### config.mk
export PLATFORM = sky130hd
export DESIGN_NAME = rom_sin_arb
export DESIGN_NICKNAME = d
export VERILOG_FILES = /design/src/rtl/rom_sin_pkg.sv /design/src/rtl/rom_sin_owner_pipe.sv /design/src/rtl/rom_sin_arb.sv
export SDC_FILE = /design/constraint.sdc
export NUM_CORES = 1
export LEC_CHECK = 0
export BUFFER_PORTS_ARGS = -buffer_cell sky130_fd_sc_hd__buf_2
export CORE_MARGIN = 2
export CORE_UTILIZATION = 25
export CTS_CLUSTER_DIAMETER = 80
export DETAILED_ROUTE_END_ITERATION = 12
export GPL_TIMING_DRIVEN = 0
export PLACE_DENSITY = 0.48
export SYNTH_ARGS = -nofsm -noshare
export SYNTH_HDL_FRONTEND = slang
export SYNTH_SLANG_ARGS = --single-unit
export TNS_END_PERCENT = 100
### constraint.sdc
create_clock -name clk -period 2.8 [get_ports clk]
set_input_delay 0.42 -clock clk [delete_from_list [all_inputs] [get_ports clk]]
set_output_delay 0.42 -clock clk [all_outputs]
set_load 0.01 [all_outputs]
### src/rtl/rom_sin_pkg.sv
// Shared constants and types for the sine ROM and the logic that reads it.
`timescale 1ns/1ps
package rom_sin_pkg;

  localparam int ROM_ADDR_WIDTH = 10;
  localparam int ROM_DATA_WIDTH = 12;
  localparam int ROM_RD_LATENCY = 1;

  typedef enum logic {
    IDLE   = 1'b0,
    LOCKED = 1'b1
  } arb_state_t;

endpackage

### src/rtl/rom_sin_owner_pipe.sv
// Delay line of {valid, owner} that tags each ROM read until its data emerges.
`timescale 1ns/1ps
module rom_sin_owner_pipe #(
  parameter int DEPTH = 1
) (
  input  logic clk,
  input  logic rst_n,
  input  logic i_vld,
  input  logic i_owner,
  output logic o_vld,
  output logic o_owner
);

  logic [DEPTH-1:0] r_vld;
  logic [DEPTH-1:0] r_owner;

  if (DEPTH == 1) begin : g_single
    // Single stage: capture the accept tag for one cycle.
    always_ff @(posedge clk) begin
      if (!rst_n) begin
        r_vld   <= 1'b0;
        r_owner <= 1'b0;
      end else begin
        r_vld   <= i_vld;
        r_owner <= i_owner;
      end
    end
  end else begin : g_shift
    // Multi-stage shift toward the tail at bit DEPTH-1.
    always_ff @(posedge clk) begin
      if (!rst_n) begin
        r_vld   <= '0;
        r_owner <= '0;
      end else begin
        r_vld   <= {r_vld[DEPTH-2:0], i_vld};
        r_owner <= {r_owner[DEPTH-2:0], i_owner};
      end
    end
  end

  assign o_vld   = r_vld[DEPTH-1];
  assign o_owner = r_owner[DEPTH-1];

endmodule

### src/rtl/rom_sin_arb.sv
// Round-robin arbiter sharing the single-port sine ROM between the DDS (port 0)
// and the FFT twiddle fetch (port 1), with a port-1 burst lock.
`timescale 1ns/1ps
module rom_sin_arb
  import rom_sin_pkg::*;
#(
  parameter int ADDR_WIDTH = ROM_ADDR_WIDTH,
  parameter int DATA_WIDTH = ROM_DATA_WIDTH,
  parameter int RD_LATENCY = ROM_RD_LATENCY
) (
  input  logic                  clk,
  input  logic                  rst_n,
  input  logic                  req0,
  input  logic [ADDR_WIDTH-1:0] addr0,
  output logic                  gnt0,
  output logic [DATA_WIDTH-1:0] rdata0,
  output logic                  rvld0,
  input  logic                  req1,
  input  logic [ADDR_WIDTH-1:0] addr1,
  output logic                  gnt1,
  output logic [DATA_WIDTH-1:0] rdata1,
  output logic                  rvld1,
  input  logic                  lock1,
  output logic [ADDR_WIDTH-1:0] rom_addr,
  input  logic [DATA_WIDTH-1:0] rom_rdata
);

  arb_state_t            r_state;
  arb_state_t            w_state_nxt;
  logic                  r_last_gnt;
  logic [ADDR_WIDTH-1:0] r_rom_addr;
  logic                  w_locked;
  logic                  w_accept;
  logic                  w_tail_vld;
  logic                  w_tail_owner;
  logic                  r_rvld0;
  logic                  r_rvld1;
  logic [DATA_WIDTH-1:0] r_rdata0;
  logic [DATA_WIDTH-1:0] r_rdata1;

  // Grant decision; a dropped lock1 releases port 0 in the very same cycle.
  always_comb begin
    gnt0     = 1'b0;
    gnt1     = 1'b0;
    w_locked = (r_state == LOCKED) && lock1;
    if (!rst_n) begin
      gnt0 = 1'b0;
      gnt1 = 1'b0;
    end else if (w_locked) begin
      gnt1 = req1;
    end else if (req0 && req1) begin
      gnt0 = r_last_gnt;
      gnt1 = !r_last_gnt;
    end else begin
      gnt0 = req0;
      gnt1 = req1;
    end
  end

  assign w_accept = gnt0 || gnt1;

  // Lock state transitions.
  always_comb begin
    w_state_nxt = r_state;
    case (r_state)
      IDLE: begin
        if (gnt1 && lock1) w_state_nxt = LOCKED;
        else               w_state_nxt = IDLE;
      end
      LOCKED: begin
        if (!lock1) w_state_nxt = IDLE;
        else        w_state_nxt = LOCKED;
      end
      default: w_state_nxt = IDLE;
    endcase
  end

  // ROM address follows the granted port, otherwise the last granted address.
  always_comb begin
    if (gnt0)      rom_addr = addr0;
    else if (gnt1) rom_addr = addr1;
    else           rom_addr = r_rom_addr;
  end

  // Arbiter state, round-robin pointer and held ROM address.
  always_ff @(posedge clk) begin
    if (!rst_n) begin
      r_state    <= IDLE;
      r_last_gnt <= 1'b1;
      r_rom_addr <= '0;
    end else begin
      r_state <= w_state_nxt;
      if (w_accept) begin
        r_last_gnt <= gnt1;
        r_rom_addr <= rom_addr;
      end
    end
  end

  rom_sin_owner_pipe #(
    .DEPTH(RD_LATENCY)
  ) u_owner_pipe (
    .clk    (clk),
    .rst_n  (rst_n),
    .i_vld  (w_accept),
    .i_owner(gnt1),
    .o_vld  (w_tail_vld),
    .o_owner(w_tail_owner)
  );

  // Return registers: steer ROM data to the owner of the read at the tail.
  always_ff @(posedge clk) begin
    if (!rst_n) begin
      r_rvld0  <= 1'b0;
      r_rvld1  <= 1'b0;
      r_rdata0 <= '0;
      r_rdata1 <= '0;
    end else begin
      r_rvld0 <= w_tail_vld && !w_tail_owner;
      r_rvld1 <= w_tail_vld && w_tail_owner;
      if (w_tail_vld && !w_tail_owner) r_rdata0 <= rom_rdata;
      if (w_tail_vld && w_tail_owner)  r_rdata1 <= rom_rdata;
    end
  end

  assign rvld0  = r_rvld0;
  assign rvld1  = r_rvld1;
  assign rdata0 = r_rdata0;
  assign rdata1 = r_rdata1;

endmodule

==> results.json, run 1 <==
{
  "crit_end": "rom_addr[6]",
  "antenna-diode-count": 0,
  "max_slew_margin_pct": 66.1,
  "design.die.area_sq_um": 7710,
  "gp_routability_congestion": 0.807,
  "power_density_nw_per_um2": 560,
  "synthCells": 222,
  "finalCritPeriodShare_pct": 71.3,
  "r2r-start": "r_last_gnt",
  "vdd_drop_max_uv": 156,
  "leakage_nw": 1.07,
  "synth_flop_cell": "dfxtp_1",
  "vias": 1855,
  "ys_ff_latch": 40,
  "p_switching_w": 0.000370,
  "yosysTopAreaCell": "dfxtp_1",
  "rsz0062_at_grt": "false",
  "final_cell_area_sq_um": 2360,
  "synthTopCellsByArea": "dfxtp_1 (46%), nand2_1 (13%), a21oi_1 (7.1%), o2111ai_1 (5.0%), o211ai_1 (4.7%)",
  "pwr-share-seq_pct": 46.2,
  "grt_use_total_pct": 14.3,
  "fmax_mhz": 501,
  "crit_type": "flip-flop to output pin",
  "setup_tns_ps": 0,
  "reg2reg_to": "r_rom_addr[2]",
  "area_growth_pct": 34.5,
  "crit_path_top_delay_cell": "dfxtp_1",
  "grt_pass1_vias": 1788,
  "first_iter_violations": 63,
  "crit_start": "r_state",
  "yosysMostFrequentCell": "nand2_1",
  "start_util_pct": 25.8,
  "skew_ps": 4.95,
  "cts_num_sinks": 40,
  "reg2reg_depth": 4,
  "num_rows": 30,
  "slowest_delay_ps": 340,
  "fin_nets": 340,
  "synth_edf_count": 0,
  "cts_buffer_depth": 2,
  "finalMaxSlewViolations": 0,
  "fp.dieW_microns": 87.8,
  "pwr-share-comb_pct": 15.9,
  "htree_levels": 2,
  "p_clk_share_pct": 37.9,
  "core_sq_um": 6790,
  "grt-ovfl-total": 0,
  "ys_warn_count": 0,
  "hp-class": "input pin to flip-flop",
  "path_cells": "a21bo_1, o211ai_2, buf_6, o2111ai_1, buf_2",
  "die_h_microns": 87.8,
  "ys_types": 22,
  "crit_path_end_kind": "output pin",
  "power_w": 0.00132,
  "status": "complete, no violations",
  "startpoint_type": "flip-flop",
  "grt_max_degree": 15,
  "ctsHoldBuffers": 0,
  "synth.net_count": 259,
  "antenna_found_initial": 0,
  "crit_arrival_ps": 1580,
  "viasPerCell": 4.64,
  "reg2reg_setup_slack_ps": 1490,
  "yosysSeqAreaShare_pct": 45.6,
  "cts_inserted_buffers": 5,
  "wl_per_cell_microns": 13.4,
  "internal_power_w": 0.000952,
  "hold_viol": 0,
  "cap_violations": 0,
  "wirelength_mm": 5.36,
  "worst_hold_slack_ps": 355,
  "grt_first_pass_wirelength_mm": 8.67,
  "drc": 0,
  "async_flop_share_pct": 0,
  "cp_max_fo": 10,
  "io_buffers": 74,
  "setup_viol": 0,
  "cts_tree": "yes",
  "dpl_cell_area_sq_um": 2250,
  "clock_latency_ps": 300,
  "ios": 75,
  "switching_share_pct": 28.0,
  "dp_hpwl_mm": 3.95,
  "post_cts_buffers": 0,
  "syn_avg_cell_area_sq_um": 7.91,
  "drive_gt1_share_pct": 32.6,
  "worst_pin_slew_ps": 509,
  "cts-resized-gates": 0,
  "ant_nets": 0,
  "min_period_ps": 2000,
  "ys_top_cells_by_count": "nand2_1 (61), dfxtp_1 (40), a21oi_1 (25)",
  "ctsRootBufferMaster": "clkbuf_8",
  "first_pass_iters": 4,
  "mappedNetlistArea_sq_um": 1760,
  "synth_top_area_share_pct": 45.6,
  "cp_data_required_time_ps": 2380,
  "cts.reportedPaths.clkPinSlew_ps": 90
}
state kept, by name, summed over array words and instances (netlist names):
register	flops
r_last_gnt	1
rvld1	1
rvld0	1
u_owner_pipe.o_owner	1
u_owner_pipe.o_vld	1
r_state	1
rdata0	12
rdata1	12
r_rom_addr	10
cell type report:
type                    count  area [sq um]
repair buffers             74           370
flip-flops and latches     40           801
inverters                  14          52.6
plain buffers              18          93.8
clock inverters             3          46.3
clock buffers               5          68.8
fillers                   755          4430
multi-input cells         150           808
well taps                  96           120
power by group through the flow:
| stage | Combinational (W) | Sequential (W) | Clock, W |
|---|---|---|---|
| floorplan | 0.000110 | 0.000630 | 0 |
| finish | 0.000211 | 0.000611 | 0.000501 |
| global route | 0.000237 | 0.000615 | 0.000540 |
| detailed placement | 0.000213 | 0.000624 | 0 |
| global placement | 0.000213 | 0.000624 | 0 |
| CTS | 0.000214 | 0.000611 | 0.000519 |
how the worst min path moves through the flow:
stage	start	to	slack [ps]	cells past startpoint
floorplan	r_state	r_state	480	2
CTS	rom_rdata[10]	rdata1[10]	350	3
detailed placement	rdata1[11]	rdata1[11]	440	2
global placement	rdata1[1]	rdata1[1]	440	2
finish	rom_rdata[10]	rdata1[10]	360	3
global route	rom_rdata[2]	rdata0[2]	370	3
metal layers:
layer  global-route usage (%)  wire length [microns]  part of all wire (%)  up-vias
met5                        0                      0                     0        -
met4                     4.76                     72                   1.3        0
met3                     3.20                    347                   6.5        8
met2                     23.6                   2270                    42       71
met1                     18.6                   2670                    50      840
li1                         -                      -                     -      936
cells by family (layout without fill, tap and decap cells):
family | Yosys count | after routing | share of synthesized area (%)
AND/OR/NAND/NOR | 91 | 91 | 23.7
AO/OA/AOI/OAI | 59 | 59 | 22.3
flip-flops | 40 | 40 | 45.6
buffers and inverters | 32 | 114 | 8.34
stage by stage:
step                      utilization [%]  instances  setup WS (ps)
after floorplan                         -        222           1260
after global routing                 34.8        400            708
after global placement               33.1        392            892
after detailed placement             33.1        392            879
after CTS                            34.8        400            787
final                                34.8        400            802
layout by cell type (no fill, tap or decap):
cell        instances
bufinv_16           1
buf_4               1
nor2_1              5
buf_6               1
nand4_1            10
clkinvlp_4          1
inv_2               1
dfxtp_1            40
a21boi_2            1
and3_1              1
nand3b_1           10
inv_6               1
and2_1              1
a21oi_1            25
o211ai_1           11
inv_1              13
nand2_1            61
a21bo_1             1
nand2b_1            2
nor2b_1             1
a31oi_1            10
o211ai_2            1
o2111ai_1          10
clkbuf_8            5
clkbuf_1            4
buf_2              86
worst max-delay path, delay by kind of cell (launching register included):
| family | cells | cell delay, ps |
|---|---|---|
| AOI/OAI and AO/OA | 3 | 580 |
| buffers and inverters | 2 | 360 |
| DFF | 1 | 340 |
Power figures use the tool's default switching activity.
==> run 2, diff against run 1 <==
--- a/config.mk
+++ b/config.mk
@@ -5,13 +5,14 @@
 export SDC_FILE = /design/constraint.sdc
 export NUM_CORES = 1
 export LEC_CHECK = 0
+export ABC_AREA = 1
 export BUFFER_PORTS_ARGS = -buffer_cell sky130_fd_sc_hd__buf_2
 export CORE_MARGIN = 2
 export CORE_UTILIZATION = 25
 export CTS_CLUSTER_DIAMETER = 80
 export DETAILED_ROUTE_END_ITERATION = 12
 export GPL_TIMING_DRIVEN = 0
-export PLACE_DENSITY = 0.48
+export PLACE_DENSITY = 0.49
 export SYNTH_ARGS = -nofsm -noshare
 export SYNTH_HDL_FRONTEND = slang
 export SYNTH_SLANG_ARGS = --single-unit
==> constraint.sdc (replaced) <==
create_clock -name clk -period 2 [get_ports clk]
set_input_delay 0.3 -clock clk [delete_from_list [all_inputs] [get_ports clk]]
set_output_delay 0.3 -clock clk [all_outputs]
set_load 0.01 [all_outputs]
==> results.json, run 2 <==
{
  "synth_top_area_share_pct": 48.8,
  "rsz0062_at_grt": "false",
  "cts_inserted_buffers": 5,
  "cts_buffer_depth": 2,
  "num_rows": 29,
  "io_buffers": 74,
  "cts_num_sinks": 40,
  "start_util_pct": 25.9,
  "crit_type": "flip-flop to output pin",
  "design.die.area_sq_um": 7230,
  "gp_routability_congestion": 0.721,
  "antenna_found_initial": 0,
  "fp.dieW_microns": 85.0,
  "skew_ps": 9.86,
  "placed_cells": 371,
  "synth_edf_count": 0,
  "viasPerCell": 4.28,
  "synthAdderAreaFrac_pct": 0,
  "syn_avg_cell_area_sq_um": 7.46,
  "cts_tree": "yes",
  "first_iter_violations": 22,
  "worst_pin_slew_ps": 516,
  "yosysTopAreaCell": "dfxtp_1",
  "cap_violations": 0,
  "max_slew_margin_pct": 65.6,
  "finalCritPeriodShare_pct": 91.9,
  "wirelength_mm": 4.19,
  "layout_common_cells": "buf_2 (78), nor2_1 (51), dfxtp_1 (40), nand2_1 (27)",
  "grt-ovfl-total": 0,
  "yosysMostFrequentCell": "nor2_1",
  "grt_max_degree": 14,
  "synth.net_count": 257,
  "async_flop_share_pct": 0,
  "yosys.area_share.simple_pct": 28.8,
  "startpoint_type": "flip-flop",
  "crit_family": "buffers and inverters",
  "vias": 1621,
  "cts.reportedPaths.clkPinSlew_ps": 90,
  "dp_hpwl_mm": 3.22,
  "ys_warn_count": 0,
  "synthCells": 220,
  "synth_flop_cell": "dfxtp_1",
  "power_density_nw_per_um2": 789,
  "setup_tns_ps": 0,
  "area_growth_pct": 33.8,
  "hold_viol": 0,
  "ctsHoldBuffers": 0,
  "clock_latency_ps": 290,
  "leakage_nw": 1.15,
  "ios": 75,
  "status": "complete, no violations",
  "crit_arrival_ps": 1540,
  "mappedNetlistArea_sq_um": 1640,
  "cp_max_fo": 10,
  "slowest_delay_ps": 320,
  "final_common_cell": "buf_2",
  "grt_first_pass_wirelength_mm": 6.86,
  "ant_nets": 0,
  "htree_levels": 2,
  "grt_use_total_pct": 11.6,
  "drc": 0,
  "yosysSeqAreaShare_pct": 48.8,
  "hp-class": "input pin to flip-flop",
  "first_pass_iters": 4,
  "min_period_ps": 1840,
  "final_util_pct": 34.6,
  "stdcell_count": 379,
  "path_cells": "a21oi_1, buf_2, nand3_1, nand2_1, inv_1, nand2_1, buf_2",
  "post_cts_buffers": 0,
  "ys_top_cells_by_count": "nor2_1 (51), dfxtp_1 (40), nand2_1 (27)",
  "drive_gt1_share_pct": 33.4,
  "fin_nets": 338,
  "vdd_drop_max_uv": 244,
  "crit_path_end_kind": "output pin",
  "ys_ff_latch": 40,
  "synth-compound-area-share_pct": 13.4,
  "finalMaxSlewViolations": 0,
  "ctsRootBufferMaster": "clkbuf_8",
  "post_synth_xor_area_fraction_pct": 0,
  "crit_path_top_delay_cell": "dfxtp_1",
  "grt_pass1_vias": 1497,
  "ys_types": 15,
  "synthTopCellsByArea": "dfxtp_1 (49%), nor2_1 (12%), nand3_1 (7.9%), o21ai_0 (7.9%), nand2_1 (6.2%)",
  "die_h_microns": 85.0,
  "path_buf_inv": 3,
  "synth_top_family_by_area": "simple AND/OR/NAND/NOR gates",
  "setup_viol": 0,
  "antenna-diode-count": 0,
  "cp_data_required_time_ps": 1700,
  "core_sq_um": 6350,
  "wl_per_cell_microns": 11.1,
  "synth.area.mux_share_pct": 0,
  "cts-resized-gates": 0,
  "fmax_mhz": 544
}
## run 2: final cells by class
type                       instances  area [sq um]
buffer                            13          72.6
clock buffer                       5          68.8
clock inverter                     3          18.8
fill                             700          4150
inverter                          20          75.1
multi-input combinational        147           693
sequential                        40           801
tap                               77          96.3
timing repair buffer              74           370
## run 2: worst paths after layout
check,start,end,slack [ps],cells past startpoint
worst max-delay path,r_state,rom_addr[2],160,7
worst min-delay path,lock1,r_state,230,3
worst max register to register,u_owner_pipe.o_vld,rdata0[9],730,6
worst min register to register,rdata1[7],rdata1[7],480,2
## run 2: report_power, final
group          internal [W]  switching, W
registers          0.000852     0.0000218
clock network      0.000243      0.000298
logic              0.000129      0.000189
total               0.00122      0.000509
## run 2: per-stage QoR
step / hold slack, ps / setup WS (ps) / total power (W) / instance area [sq um]
6_report: 232 / 162 / 0.00173 / 2200
5_1_grt: 238 / 39.2 / 0.00183 / 2200
4_1_cts: 227 / 142 / 0.00176 / 2200
3_5_place_dp: 467 / 335 / 0.00122 / 2110
3_3_place_gp: 456 / 321 / 0.00122 / 2110
2_1_floorplan: 413 / 689 / 0.00107 / 1640
## run 2: kinds of logic after synthesis
family	after synthesis
AND/OR/NAND/NOR	109
buffers and inverters	33
flip-flops	40
AO/OA/AOI/OAI	38
## run 2: layer usage
metal	track usage (%)	up-vias	share of wire, %
met5	0	-	0
met4	3.03	0	0.88
met3	4.47	6	9.7
met2	18.2	66	42
met1	15.1	685	47
li1	-	864	-
## run 2: worst min-delay path: cells and delay by family
family	cells	cell delay (ps)
compound gates	1	50
simple gates	1	50
buf+inv	1	100
==> run 3, diff against run 2 <==
--- a/config.mk
+++ b/config.mk
@@ -5,14 +5,14 @@
 export SDC_FILE = /design/constraint.sdc
 export NUM_CORES = 1
 export LEC_CHECK = 0
-export ABC_AREA = 1
 export BUFFER_PORTS_ARGS = -buffer_cell sky130_fd_sc_hd__buf_2
 export CORE_MARGIN = 2
 export CORE_UTILIZATION = 25
 export CTS_CLUSTER_DIAMETER = 80
 export DETAILED_ROUTE_END_ITERATION = 12
 export GPL_TIMING_DRIVEN = 0
-export PLACE_DENSITY = 0.49
+export PLACE_DENSITY = 0.48
+export REMOVE_ABC_BUFFERS = 1
 export SYNTH_ARGS = -nofsm -noshare
 export SYNTH_HDL_FRONTEND = slang
 export SYNTH_SLANG_ARGS = --single-unit
==> results.json, run 3 (same netlist as run 1, synthesis figures left out) <==
{
  "status": "complete, no violations",
  "skew_ps": 8.23,
  "crit_path_end_kind": "output pin",
  "internal_power_w": 0.00124,
  "dpl_cell_area_sq_um": 2150,
  "num_rows": 30,
  "min_period_ps": 1890,
  "rsz0062_at_grt": "false",
  "grt_max_degree": 48,
  "reg2reg_depth": 3,
  "cts_inserted_buffers": 5,
  "fin_nets": 333,
  "viasPerCell": 4.62,
  "hp-class": "input pin to flip-flop",
  "antenna_found_initial": 0,
  "power_density_nw_per_um2": 735,
  "final_cell_area_sq_um": 2360,
  "cts_num_sinks": 40,
  "vias": 1816,
  "grt_pass1_vias": 1630,
  "crit_path_top_delay_cell": "dfxtp_1",
  "path_buf_inv": 2,
  "hold_viol": 0,
  "path_cells": "a21bo_4, o211ai_4, buf_4, o2111ai_1, buf_2",
  "clock_latency_ps": 290,
  "startpoint_type": "flip-flop",
  "setup_viol": 0,
  "area_growth_pct": 34.6,
  "cts_buffer_depth": 2,
  "htree_levels": 2,
  "crit_end": "rom_addr[4]",
  "gp_routability_congestion": 0.673,
  "p_switching_w": 0.000493,
  "die_h_microns": 87.8,
  "fp.dieW_microns": 87.8,
  "drive_gt1_share_pct": 33.3,
  "antenna-diode-count": 0,
  "cts.reportedPaths.clkPinSlew_ps": 80,
  "grt_first_pass_wirelength_mm": 7.86,
  "pwr-share-seq_pct": 49.4,
  "ctsHoldBuffers": 0,
  "core_sq_um": 6790,
  "wirelength_mm": 5.10,
  "finalCritPeriodShare_pct": 94.6,
  "pwr-share-comb_pct": 17.3,
  "cp_max_fo": 7,
  "switching_share_pct": 28.4,
  "drc": 0,
  "start_util_pct": 25.8,
  "worst_pin_slew_ps": 908,
  "cap_violations": 0,
  "reg2reg_to": "rdata0[7]",
  "first_iter_violations": 60,
  "crit_family": "compound AO/OA/AOI/OAI gates",
  "crit_cells": 5,
  "ctsRootBufferMaster": "clkbuf_8",
  "vdd_drop_max_uv": 289,
  "crit_arrival_ps": 1590,
  "slowest_delay_ps": 380,
  "leakage_nw": 1.04,
  "grt-ovfl-total": 0,
  "layout_common_cells": "buf_2 (74), nand2_1 (61), dfxtp_1 (40), a21oi_1 (25), inv_1 (12)",
  "p_clk_share_pct": 33.3,
  "ant_nets": 0,
  "cts_tree": "yes",
  "cp_data_required_time_ps": 1700,
  "max_slew_margin_pct": 39.3,
  "crit_start": "r_state",
  "r2r-start": "u_owner_pipe.o_vld",
  "power_w": 0.00174,
  "crit_type": "flip-flop to output pin",
  "ios": 75,
  "io_buffers": 74,
  "reg2reg_setup_slack_ps": 570,
  "first_pass_iters": 5,
  "dp_hpwl_mm": 3.31,
  "fill_cells": 735,
  "fmax_mhz": 528,
  "finalMaxSlewViolations": 0,
  "worst_hold_slack_ps": 245,
  "final_common_cell": "buf_2",
  "wl_per_cell_microns": 13.0,
  "grt_use_total_pct": 13.0,
  "design.die.area_sq_um": 7710
}
## run 3: cell count changes in the layout (fill, tap and decap cells not counted), moves of 9 or more
cell       before  now
o21ai_0        26    0
o211ai_1        0   11
a31oi_1         0   10
nand3_1        26    0
nand3b_1        0   10
nand2_1        27   61
buf_4           1   10
o2111ai_1       0   10
nor2_1         51    5
a21oi_1         6   25
nand4_1         0   10
## run 3: tightest hold or removal path, cell delays in order
cell     delay (ps)
buf_2           100
nand2_1          50
a21oi_1          50
## run 3: metal layers
metal  vias to the layer above  global-route usage, %  wire length, microns
li1                        923                      -                     -
met1                       812                   17.0                  2460
met2                        77                   20.4                  2150
met3                         4                   4.15                   445
met4                         0                   4.34                    42
met5                         -                      0                     0
## run 3: worst min-delay path by stage
stage / startpoint / cells past startpoint / to
floorplan: rst_n / 1 / r_last_gnt
global placement: rdata0[11] / 2 / rdata0[11]
detailed placement: rdata1[7] / 2 / rdata1[7]
CTS: rom_rdata[7] / 3 / rdata1[7]
global route: rom_rdata[10] / 3 / rdata1[10]
finish: rom_rdata[10] / 3 / rdata0[10]
## run 3: layout make-up
type / instances / area [sq um] / area share [%]
Clock inverter: 2 / 15.0 / 0.635
Timing Repair Buffer: 84 / 445 / 18.8
Inverter: 14 / 56.3 / 2.38
Multi-Input combinational cell: 151 / 843 / 35.7
Clock buffer: 6 / 82.6 / 3.49
Sequential cell: 40 / 801 / 33.9
Tap cell: 96 / 120 / 5.08
## run 3: power by group through the flow
| stage | sequential [W] | clock, W | combinational [W] |
|---|---|---|---|
| 2_1_floorplan | 0.000882 | 0 | 0.000132 |
| 3_3_place_gp | 0.000874 | 0 | 0.000272 |
| 3_5_place_dp | 0.000874 | 0 | 0.000275 |
| 4_1_cts | 0.000856 | 0.000601 | 0.000285 |
| 5_1_grt | 0.000863 | 0.000633 | 0.000335 |
| 6_report | 0.000857 | 0.000579 | 0.000300 |
## run 3: repair_timing
action                                  in CTS  in global routing
setup buffers                                3                  7
gates resized for setup                      3                  3
endpoints found under the hold margin        0                  0
endpoints found under the setup margin      11                 10
gates cloned                                 0                  1
pin swaps                                    1                  1
## run 3: per-stage QoR
stage               setup TNS, ps  setup WS (ps)  instances  utilization (%)
floorplan                       0            385        204                -
global placement            -2140           -225        374             31.7
detailed placement          -2110           -234        374             31.7
CTS                         -1.23          -1.23        385             33.7
global route                    0           14.8        393             34.8
finish                          0            107        393             34.8
